[src/rtl/wb_uart_rx.sv]
// wb_uart_rx: Wishbone-attached UART receiver (8N1, LSB first) feeding a small byte FIFO.
// Registers: RXDATA (pop on read), STATUS (sticky W1C error flags), DIVISOR (bit period - 1).
module wb_uart_rx #(
    parameter int unsigned WB_DATA_WIDTH   = 32,
    parameter int unsigned WB_ADDR_WIDTH   = 32,
    parameter int unsigned FIFO_DEPTH      = 4,
    parameter logic [15:0] DEFAULT_DIVISOR = 16'd433
) (
    input  logic                     clk_i,
    input  logic                     rst_i,
    input  logic                     uart_rx_i,
    input  logic [WB_ADDR_WIDTH-1:0] wb_addr_i,
    input  logic [WB_DATA_WIDTH-1:0] wb_data_i,
    input  logic [3:0]               wb_sel_i,
    input  logic                     wb_we_i,
    input  logic                     wb_stb_i,
    input  logic                     wb_cyc_i,
    output logic                     wb_ack_o,
    output logic [WB_DATA_WIDTH-1:0] wb_data_o,
    output logic                     rx_irq_o
);

    localparam int unsigned PTR_W = $clog2(FIFO_DEPTH);
    localparam int unsigned CNT_W = PTR_W + 1;

    typedef enum logic [1:0] {StIdle, StStart, StData, StStop} state_e;

    // Line synchronizer and start-detect arming
    logic             r_rx_meta;
    logic             r_rx_sync;
    logic [1:0]       r_sync_vld;
    logic             r_armed;
    logic             w_rx;

    // Receiver FSM and datapath
    state_e           r_state;
    state_e           w_state_next;
    logic [15:0]      r_divisor;
    logic [15:0]      w_div_eff;
    logic [15:0]      r_div_lat;
    logic [15:0]      r_period_cnt;
    logic [2:0]       r_bit_cnt;
    logic [7:0]       r_shift;
    logic             w_start;
    logic             w_tick;
    logic             w_sample_bit;
    logic             w_stop_ok;
    logic             w_stop_bad;

    // FIFO
    logic [7:0]       r_mem [FIFO_DEPTH];
    logic [PTR_W-1:0] r_wr_ptr;
    logic [PTR_W-1:0] r_rd_ptr;
    logic [CNT_W-1:0] r_count;
    logic             w_empty;
    logic             w_full;
    logic             w_push;
    logic             w_pop;
    logic [7:0]       w_head;

    // Flags and bus
    logic             r_ovr;
    logic             r_fe;
    logic             w_set_ovr;
    logic             w_clr_ovr;
    logic             w_clr_fe;
    logic             w_req;
    logic [1:0]       w_addr;
    logic             r_ack;
    logic [WB_DATA_WIDTH-1:0] r_rdata;
    logic [WB_DATA_WIDTH-1:0] w_rdata;
    logic             w_unused;

    assign w_unused = ^{wb_addr_i[WB_ADDR_WIDTH-1:4], wb_addr_i[1:0],
                        wb_data_i[WB_DATA_WIDTH-1:16], wb_sel_i[3:2]};

    assign w_rx      = r_rx_sync;
    assign w_div_eff = (r_divisor < 16'd3) ? 16'd3 : r_divisor;
    assign w_addr    = wb_addr_i[3:2];
    assign w_req     = wb_stb_i & wb_cyc_i & ~r_ack;
    assign w_empty   = (r_count == '0);
    assign w_full    = (r_count == CNT_W'(FIFO_DEPTH));
    assign w_head    = r_mem[r_rd_ptr];
    assign w_pop     = w_req & ~wb_we_i & (w_addr == 2'd0) & ~w_empty;
    // A pop in the same cycle frees the slot the stop-bit push needs
    assign w_push    = w_stop_ok & (~w_full | w_pop);
    assign w_set_ovr = w_stop_ok & w_full & ~w_pop;
    assign w_clr_ovr = w_req & wb_we_i & (w_addr == 2'd1) & wb_sel_i[0] & wb_data_i[2];
    assign w_clr_fe  = w_req & wb_we_i & (w_addr == 2'd1) & wb_sel_i[0] & wb_data_i[3];

    assign wb_ack_o  = r_ack;
    assign wb_data_o = r_rdata;
    assign rx_irq_o  = ~w_empty;

    // Two-flop synchronizer; r_sync_vld marks when r_rx_sync holds a real line sample
    always_ff @(posedge clk_i or negedge rst_i) begin
        if (!rst_i) begin
            r_rx_meta  <= 1'b1;
            r_rx_sync  <= 1'b1;
            r_sync_vld <= 2'b00;
        end else begin
            r_rx_meta  <= uart_rx_i;
            r_rx_sync  <= r_rx_meta;
            r_sync_vld <= {r_sync_vld[0], 1'b1};
        end
    end

    // Arm start detection only after a genuine high sample while idle (break/reset recovery)
    always_ff @(posedge clk_i or negedge rst_i) begin
        if (!rst_i) begin
            r_armed <= 1'b0;
        end else if (w_start) begin
            r_armed <= 1'b0;
        end else if ((r_state == StIdle) && r_sync_vld[1] && w_rx) begin
            r_armed <= 1'b1;
        end
    end

    // FSM state register
    always_ff @(posedge clk_i or negedge rst_i) begin
        if (!rst_i) begin
            r_state <= StIdle;
        end else begin
            r_state <= w_state_next;
        end
    end

    // FSM next-state logic
    always_comb begin
        w_state_next = r_state;
        case (r_state)
            StIdle:  if (r_armed && !w_rx) w_state_next = StStart;
            StStart: if (w_tick) w_state_next = w_rx ? StIdle : StData;
            StData:  if (w_tick && (r_bit_cnt == 3'd7)) w_state_next = StStop;
            StStop:  if (w_tick) w_state_next = StIdle;
            default: w_state_next = StIdle;
        endcase
    end

    // FSM outputs: decoded sampling events
    always_comb begin
        w_start      = 1'b0;
        w_tick       = (r_period_cnt == 16'd0);
        w_sample_bit = 1'b0;
        w_stop_ok    = 1'b0;
        w_stop_bad   = 1'b0;
        case (r_state)
            StIdle: begin
                w_start = r_armed & ~w_rx;
                w_tick  = 1'b0;
            end
            StData:  w_sample_bit = w_tick;
            StStop: begin
                w_stop_ok  = w_tick & w_rx;
                w_stop_bad = w_tick & ~w_rx;
            end
            default: ;
        endcase
    end

    // Period/bit counters and shift register; divisor is latched per frame
    always_ff @(posedge clk_i or negedge rst_i) begin
        if (!rst_i) begin
            r_period_cnt <= '0;
            r_div_lat    <= '0;
            r_bit_cnt    <= '0;
            r_shift      <= '0;
        end else begin
            if (w_start) begin
                r_period_cnt <= {1'b0, w_div_eff[15:1]};
                r_div_lat    <= w_div_eff;
                r_bit_cnt    <= '0;
            end else if (r_state != StIdle) begin
                r_period_cnt <= w_tick ? r_div_lat : (r_period_cnt - 16'd1);
            end
            if (w_sample_bit) begin
                r_shift   <= {w_rx, r_shift[7:1]};
                r_bit_cnt <= r_bit_cnt + 3'd1;
            end
        end
    end

    // FIFO storage (no reset needed; occupancy gates every read)
    always_ff @(posedge clk_i) begin
        if (w_push) begin
            r_mem[r_wr_ptr] <= r_shift;
        end
    end

    // FIFO pointers and occupancy
    always_ff @(posedge clk_i or negedge rst_i) begin
        if (!rst_i) begin
            r_wr_ptr <= '0;
            r_rd_ptr <= '0;
            r_count  <= '0;
        end else begin
            if (w_push) r_wr_ptr <= r_wr_ptr + 1'b1;
            if (w_pop)  r_rd_ptr <= r_rd_ptr + 1'b1;
            case ({w_push, w_pop})
                2'b10:   r_count <= r_count + 1'b1;
                2'b01:   r_count <= r_count - 1'b1;
                default: r_count <= r_count;
            endcase
        end
    end

    // Sticky error flags; a set in the same cycle as its clear wins
    always_ff @(posedge clk_i or negedge rst_i) begin
        if (!rst_i) begin
            r_ovr <= 1'b0;
            r_fe  <= 1'b0;
        end else begin
            r_ovr <= (r_ovr & ~w_clr_ovr) | w_set_ovr;
            r_fe  <= (r_fe & ~w_clr_fe) | w_stop_bad;
        end
    end

    // DIVISOR register, byte-lane writes
    always_ff @(posedge clk_i or negedge rst_i) begin
        if (!rst_i) begin
            r_divisor <= DEFAULT_DIVISOR;
        end else if (w_req && wb_we_i && (w_addr == 2'd2)) begin
            if (wb_sel_i[0]) r_divisor[7:0]  <= wb_data_i[7:0];
            if (wb_sel_i[1]) r_divisor[15:8] <= wb_data_i[15:8];
        end
    end

    // Read data mux
    always_comb begin
        w_rdata = '0;
        case (w_addr)
            2'd0: begin
                w_rdata[7:0] = w_empty ? 8'h00 : w_head;
                w_rdata[31]  = w_empty;
            end
            2'd1:    w_rdata[3:0]  = {r_fe, r_ovr, w_full, ~w_empty};
            2'd2:    w_rdata[15:0] = r_divisor;
            default: ;
        endcase
    end

    // Single-cycle registered ack; read data only present alongside ack
    always_ff @(posedge clk_i or negedge rst_i) begin
        if (!rst_i) begin
            r_ack   <= 1'b0;
            r_rdata <= '0;
        end else begin
            r_ack   <= w_req;
            r_rdata <= (w_req && !wb_we_i) ? w_rdata : '0;
        end
    end

endmodule

[config.mk]
export PLATFORM = sky130hd
export DESIGN_NAME = wb_uart_rx
export DESIGN_NICKNAME = d
export VERILOG_FILES = /design/src/rtl/wb_uart_rx.sv
export SDC_FILE = /design/constraint.sdc
export NUM_CORES = 1
export LEC_CHECK = 0
export CAP_MARGIN = 30
export CORE_ASPECT_RATIO = 1.75
export CORE_MARGIN = 3
export CORE_UTILIZATION = 56
export DETAILED_ROUTE_END_ITERATION = 8
export HOLD_SLACK_MARGIN = 0.08
export MAX_ROUTING_LAYER = met4
export PLACE_DENSITY = 0.85
export SLEW_MARGIN = 20
export SYNTH_ARGS = -nofsm -noshare
export SYNTH_HDL_FRONTEND = slang
export SYNTH_SLANG_ARGS = --single-unit
[constraint.sdc]
create_clock -name clk_i -period 6.24 [get_ports clk_i]
set_input_delay 1.872 -clock clk_i [delete_from_list [all_inputs] [get_ports clk_i]]
set_output_delay 1.872 -clock clk_i [all_outputs]
set_load 0.02 [all_outputs]
==> summary.txt, run 1 <==
Run status
  – Outcome: finished clean

Final layout
  – Utilization after layout: 0.688
  – Antenna cell count: 0
  – Final cell count without fillers: 658
  – Filler instances: 638
  – Final net count: 603
  – Area Growth Syn to Fin: 19.6%
  – Layout cells sized above 1: 0.161

Logic synthesis
  – Mean Syn Cell Area: 12.0 sq um
  – Yosys top cell by area: dfrtp_1
  – EDFF count, synth: 32
  – Sequential fraction of the synthesis area: 0.582
  – Ys Warns: 0
  – Yosys top cell area share: 0.380
  – Post-Syn Instances: 471
  – Post-synth ARST share: 0.744
  – Area contributors post-synth: dfrtp_1 38%, edfxtp_1 17%, nand2_1 5.0%
  – FF+latch count, synth: 125
  – Post-Syn Area: 0.00566 sq mm
  – Main synth FF type: dfrtp_1
  – Netlist cell types: 62

Die
  – Core outline area: 0.00985 sq mm
  – Initial Util: 0.575
  – Horiz. Die Dim: 82.0 microns
  – Area of the die: 0.0114 sq mm
  – I/O pins: 108
  – Die Height: 139 microns
  – Cell Rows: 48

Clock network
  – CTS Sinks: 125
  – Post-CTS setup buffer count: 0
  – CTS Buffer Depth: 2
  – CTS H-tree depth: 4
  – CTS Hold Buffers Added: 0
  – CTS tree: yes
  – Worst-skew pair later-pin latency: 0.42 ns
  – Clock transition at path regs: 0.06 ns
  – CTS root buffer: clkbuf_16
  – Post-CTS resize count: 0
  – Cts bufs inserted: 17

Timing
  – Highest Clock Rate: 0.204 GHz
  – Final Max Slew Viols: 0
  – Min Hold Slack: 0.354 ns
  – Max Clock Skew: 0.00725 ns
  – RSZ-0062 raised after global routing: no
  – Final Critical Period: 4.90 ns
  – Relative slew slack: 0.397
  – Period utilisation layout: 0.786
  – Total negative setup slack: 0 ns
  – Final hold vios: 0
  – Worst slew pin tran: 0.901 ns
  – Final setup fails: 0

Power
  – LEAKAGE: 0.00290 uW
  – Net Sw Frac: 0.305
  – Peak VDD IR: 273 uV
  – Switching Power: 779 uW
  – Logic pwr share: 0.170
  – Int Power: 1770 uW
  – Pwr dens: 377 mW/mm^2
  – Power share of the clock group: 0.384
  – Sequential power share: 0.445

Drt
  – Routed Wire Length: 13200 microns
  – Initial DRC count: 315
  – Pre-Repair DR Iteration Count: 5
  – WL per Instance: 20.1 microns
  – DR vias: 4009
  – DR DRC count: 0
  – Routed vias/inst: 6.09
  – ANT nets after route: 0

Placement
  – Gpl congestion: 0.864
  – Placed wire-length estimate: 9130 microns
  – Placed Instances: 626
  – Port Buffers: 44

Worst setup path
  – Reg2Reg Depth: 8
  – Worst setup path end: r_count[2]$_DFFE_PN0P_
  – R2r endpoint: r_count[2]$_DFFE_PN0P_
  – Worst R2R Setup Slack: 2.81 ns
  – Crit path launch: wb_we_i
  – CP Data Required Time: 6.53 ns
  – CP Launch Type: primary input
  – Crit path capture type: flop
  – Critical R2R Launch: wb_ack_o$_DFF_PN0_
  – Crit path max fanout: 8
  – Crit Path Class: primary input to flop
  – Arrival time worst endpoint: 5.20 ns

GRT
  – Total grt overflow: 0
  – Pin count of the biggest net entering global routing: 34
  – Vias in the first global route: 4259
  – Antenna violations before repair: 0
  – Global Route Usage Sum: 0.257
  – Global-route wire length before repair: 21300 microns

Run
  – Max Cap Viol: 0

Worst hold path
  – Worst hold path type: flop to flop
## routing by layer
layer	part of all wire	vias up	GRT usage
met4	0.046	0	0.124
met1	0.34	2003	0.257
met3	0.040	60	0.0585
met2	0.57	165	0.450
met5	0	-	-
li1	-	1781	-
## worst max-delay path: stages
cell             delay (ns)
clkdlybuf4s50_1        0.41
nand4bb_1              0.36
or3_1                  0.59
nor2_1                 0.48
nand2_1                0.19
fa_1                   0.44
or4_1                  0.58
o211ai_1               0.15
o211ai_2               0.11
## synthesized netlist by cell type (2+ instances only)
library cell	count
nand2b_1	4
nor2_1	27
nand4_1	5
o211ai_1	4
o31a_1	3
and2_1	12
a22oi_1	3
conb_1	2
o21ai_1	8
nor4_4	2
nor3_1	11
nand3b_1	2
dfstp_2	7
or4_1	2
xor2_1	4
a22o_1	10
o221ai_1	2
inv_1	9
edfxtp_1	32
o311ai_1	4
nand2_1	76
xnor2_1	5
nor3b_1	3
mux4_2	8
dfrtp_1	86
mux2_2	21
a21oi_1	12
buf_4	15
a32oi_1	4
clkbuf_1	11
nor2b_1	3
a211oi_1	2
mux2i_1	2
nor4_1	5
a221o_1	2
ha_1	8
o31ai_1	2
mux2_1	5
nand3_1	4
o2bb2ai_1	2
o21ai_0	14
buf_2	7
or3_1	2
## final cells by class
type	count	area, sq um	share of cell area
clock buffer	18	429	0.0634
tap	125	156	0.0231
sequential	125	3300	0.487
timing repair buffer	49	504	0.0745
clock inverter	14	158	0.0233
inverter	9	33.8	0.00499
multi-input combinational	318	2190	0.324
## power by group through the flow
stage               clock (uW)  sequential, uW  combinational (uW)
global route              1030            1150                 477
finish                     980            1140                 435
global placement             0            1130                 397
detailed placement           0            1140                 423
CTS                        993            1130                 433
floorplan                    0            1080                 351
## placed cells by master, fill, tap and decap left out, types with 4 or more instances in the layout
cell,count
dfrtp_1,86
nand2_1,76
clkdlybuf4s50_1,43
edfxtp_1,32
nor2_1,27
mux2_2,21
clkbuf_16,17
conb_1,16
o21ai_0,14
and2_1,12
a21oi_1,12
nor3_1,11
a22o_1,10
inv_1,9
mux4_2,8
o21ai_1,8
ha_1,8
dfstp_2,7
nand4_1,5
mux2_1,5
xnor2_1,5
nor4_1,5
inv_6,5
nand3_1,4
nand2b_1,4
xor2_1,4
a32oi_1,4
o311ai_1,4
o211ai_1,4
## state kept, by name, indices dropped and copies added, names as in the netlist, named ones only
name	count
r_armed	1
r_bit_cnt	3
r_count	3
r_div_lat	16
r_divisor	16
r_fe	1
r_mem	32
r_ovr	1
r_period_cnt	16
r_rd_ptr	2
r_rx_meta	1
r_rx_sync	1
r_shift	8
r_state	1
r_sync_vld	2
r_wr_ptr	2
wb_ack_o	1
wb_data_o	17
## cell families (layout without fill, tap and decap cells)
family / after synthesis / after routing / synth area share
flip-flops: 125 / 125 / 0.582
AND/OR/NAND/NOR: 168 / 168 / 0.153
adder cells (fa/ha/maj): 9 / 9 / 0.0212
AO/OA/AOI/OAI: 80 / 80 / 0.102
XOR/XNOR: 9 / 9 / 0.0139
multiplexers: 36 / 36 / 0.0871
buffers and inverters: 42 / 90 / 0.0393
other: 2 / 16 / 0.00133
## per-stage QoR
step	cell area, sq um	power (uW)	setup slack [ns]
after floorplan	5710	1430	1.92
after global placement	6130	1530	1.06
after detailed placement	6190	1560	0.961
after CTS	6770	2560	1.39
after global routing	6770	2650	1.20
final	6770	2550	1.34
## how the worst min path moves through the flow
stage	slack, ns	endpoint	from	cells past startpoint
global placement	0.33	r_sync_vld[1]$_DFF_PN0_	r_sync_vld[0]$_DFF_PN0_	0
detailed placement	0.34	r_sync_vld[1]$_DFF_PN0_	r_sync_vld[0]$_DFF_PN0_	0
global route	0.36	r_rx_sync$_DFF_PN1_	r_rx_meta$_DFF_PN1_	0
finish	0.35	r_sync_vld[1]$_DFF_PN0_	r_sync_vld[0]$_DFF_PN0_	0
floorplan	0.33	r_sync_vld[1]$_DFF_PN0_	r_sync_vld[0]$_DFF_PN0_	0
CTS	0.35	r_rx_sync$_DFF_PN1_	r_rx_meta$_DFF_PN1_	0
Power figures use the tool's default switching activity.
==> inputs of run 2 (changes only) <==
--- a/config.mk
+++ b/config.mk
@@ -8,11 +8,11 @@
 export CAP_MARGIN = 30
 export CORE_ASPECT_RATIO = 1.75
 export CORE_MARGIN = 3
-export CORE_UTILIZATION = 56
+export CORE_UTILIZATION = 47
 export DETAILED_ROUTE_END_ITERATION = 8
 export HOLD_SLACK_MARGIN = 0.08
 export MAX_ROUTING_LAYER = met4
-export PLACE_DENSITY = 0.85
+export PLACE_DENSITY = 0.76
 export SLEW_MARGIN = 20
 export SYNTH_ARGS = -nofsm -noshare
 export SYNTH_HDL_FRONTEND = slang
==> constraint.sdc (replaced) <==
create_clock -name clk_i -period 4.25 [get_ports clk_i]
set_input_delay 1.275 -clock clk_i [delete_from_list [all_inputs] [get_ports clk_i]]
set_output_delay 1.275 -clock clk_i [all_outputs]
set_load 0.02 [all_outputs]
==> summary.txt, run 2 (synthesized netlist as in run 1, its figures left out) <==
Die
  – Cell Rows: 52 (+8.3%)
  – Horiz. Die Dim: 89.0 microns (+8.5%)
  – Initial Util: 0.486 (-0.0887)
  – Core outline area: 0.0116 sq mm (+18%)
  – Area of the die: 0.0135 sq mm (+18%)
  – I/O pins: 108 (unchanged)
  – Die Height: 151 microns (+8.8%)

GRT
  – Pin count of the biggest net entering global routing: 65 (+91%)
  – Antenna violations before repair: 0 (unchanged)
  – Total grt overflow: 0 (unchanged)
  – Vias in the first global route: 4041 (-5.1%)
  – Global-route wire length before repair: 20400 microns (-4.5%)
  – Global Route Usage Sum: 0.210 (-0.0463)

Final layout
  – Antenna cell count: 0 (unchanged)
  – Layout cells sized above 1: 0.171 (+0.00934)
  – Most frequent cells in the layout: 86 x dfrtp_1, 76 x nand2_1, 43 x clkdlybuf4s50_1
  – Cell area after layout: 0.00677 sq mm (about the same)
  – Final cell count without fillers: 674 (+2.4%)
  – Area Growth Syn to Fin: 19.5% (about the same)
  – Max reg flops: 32 (unchanged)
  – Biggest register: r_mem
  – Final net count: 609 (+1.0%)
  – Most common cell after layout, fill and taps aside: dfrtp_1

Drt
  – DR vias: 3895 (-2.8%)
  – DR DRC count: 0 (unchanged)
  – Routed vias/inst: 5.78 (-5.1%)
  – Routed Wire Length: 12900 microns (-2.1%)
  – Pre-Repair DR Iteration Count: 5 (unchanged)
  – Initial DRC count: 287 (-8.9%)
  – WL per Instance: 19.2 microns (-4.4%)
  – ANT nets after route: 0 (unchanged)

Timing
  – Period utilisation layout: 0.839
  – RSZ-0062 raised after global routing: no
  – Final hold vios: 0 (unchanged)
  – Max Clock Skew: 0.0115 ns (+0.00424 ns)
  – Min Hold Slack: 0.344 ns (-0.0109 ns)
  – Highest Clock Rate: 0.280 GHz
  – Final Critical Period: 3.57 ns
  – Relative slew slack: 0.457 (+0.0603)
  – Total negative setup slack: 0 ns (unchanged)
  – Worst slew pin tran: 0.814 ns (-0.0871 ns)
  – Final setup fails: 0 (unchanged)
  – Final Max Slew Viols: 0 (unchanged)

Run status
  – Outcome: finished clean

Placement
  – Placed Instance Area: 0.00621 sq mm (+0.34%)
  – Gpl congestion: 0.865 (about the same)
  – Port Buffers: 44 (unchanged)
  – Placed wire-length estimate: 9130 microns (about the same)
  – Placed Instances: 641 (+2.4%)

Clock network
  – Clock transition at path regs: 0.06 ns (about the same)
  – CTS H-tree depth: 4 (unchanged)
  – CTS root buffer: clkbuf_16
  – CTS tree: yes
  – Cts bufs inserted: 17 (unchanged)
  – CTS Hold Buffers Added: 0 (unchanged)
  – CTS Buffer Depth: 2 (unchanged)
  – Post-CTS resize count: 0 (unchanged)
  – Worst-skew pair later-pin latency: 0.41 ns (about the same)
  – Post-CTS setup buffer count: 0 (unchanged)
  – CTS Sinks: 125 (unchanged)

Worst setup path
  – Family with the most delay on the worst path: simple AND/OR/NAND/NOR gates
  – CP Launch Type: primary input
  – Critical path's largest stage delay: 0.57 ns (-0.02 ns)
  – Crit path capture type: flop
  – Crit path cell chain: clkdlybuf4s50_1, nand4bb_1, or3_1, nor2_1, nand2_1, fa_1, or4_1, o211ai_1, o211ai_2
  – Crit Path Class: primary input to flop
  – R2r endpoint: r_mem[3][2]$_DFFE_PP_
  – Worst Path Buf+Inv: 1 (unchanged)
  – Slowest cell on the critical path: or4_1
  – Arrival time worst endpoint: 3.85 ns (-1.35 ns)
  – Worst R2R Setup Slack: 1.54 ns (-1.27 ns)
  – Crit path max fanout: 3 (-5)
  – Critical R2R Launch: r_period_cnt[0]$_DFFE_PN0P_
  – CP Data Required Time: 4.54 ns (-1.99 ns)
  – Reg2Reg Depth: 6 (-2)

Power
  – Peak VDD IR: 327 uV (+20%)
  – LEAKAGE: 0.00289 uW (-0.32%)
  – Total Power: 3630 uW (+42%)
  – Pwr dens: 537 mW/mm^2 (+42%)

Run
  – Max Cap Viol: 0 (unchanged)

Worst hold path
  – Hold EP: r_sync_vld[1]$_DFF_PN0_
  – Hold Path Stages: 0 (unchanged)
  – Hold path start: r_sync_vld[0]$_DFF_PN0_
  – Worst hold path type: flop to flop
-- run 2: changes by cell type in the layout (fill, tap and decap cells not counted), moves of 2 or more --
cell,delta
buf_12,-2
inv_4,-2
inv_6,+2
clkinvlp_4,+3
bufinv_16,-2
buf_4,+9
-- run 2: area by class of cell --
type	count	area (sq um)
tap	135	169
timing repair buffer	55	520
sequential	125	3300
inverter	9	33.8
fill	911	4880
clock buffer	17	425
multi-input combinational	318	2190
clock inverter	15	126
-- run 2: through the flow --
stage | util | worst slack (ns)
2_1_floorplan | - | 0.524
3_3_place_gp | 0.533 | 0.287
3_5_place_dp | 0.533 | 0.255
4_1_cts | 0.580 | 0.683
5_1_grt | 0.581 | 0.598
6_report | 0.581 | 0.683
-- run 2: layer usage --
metal | share of wire | wire (microns) | GRT usage
met1 | 0.34 | 4380 | 0.209
met2 | 0.59 | 7640 | 0.382
met3 | 0.035 | 451 | 0.0441
met4 | 0.036 | 470 | 0.0946
met5 | 0 | 0 | -
-- run 2: how the worst max path moves through the flow --
stage / startpoint / to / depth (start not counted)
after floorplan: wb_we_i / r_count[2]$_DFFE_PN0P_ / 9
after global placement: wb_we_i / r_count[2]$_DFFE_PN0P_ / 9
after detailed placement: wb_we_i / r_count[2]$_DFFE_PN0P_ / 9
after CTS: wb_we_i / r_count[2]$_DFFE_PN0P_ / 9
after global routing: wb_we_i / r_count[2]$_DFFE_PN0P_ / 9
final: wb_we_i / r_count[2]$_DFFE_PN0P_ / 9
-- run 2: where the power goes --
part	total [uW]	switching [uW]	leakage, uW	internal [uW]
logic	625	298	0.00110	327
registers	1660	258	0.00154	1400
clock network	1340	581	0.000260	763
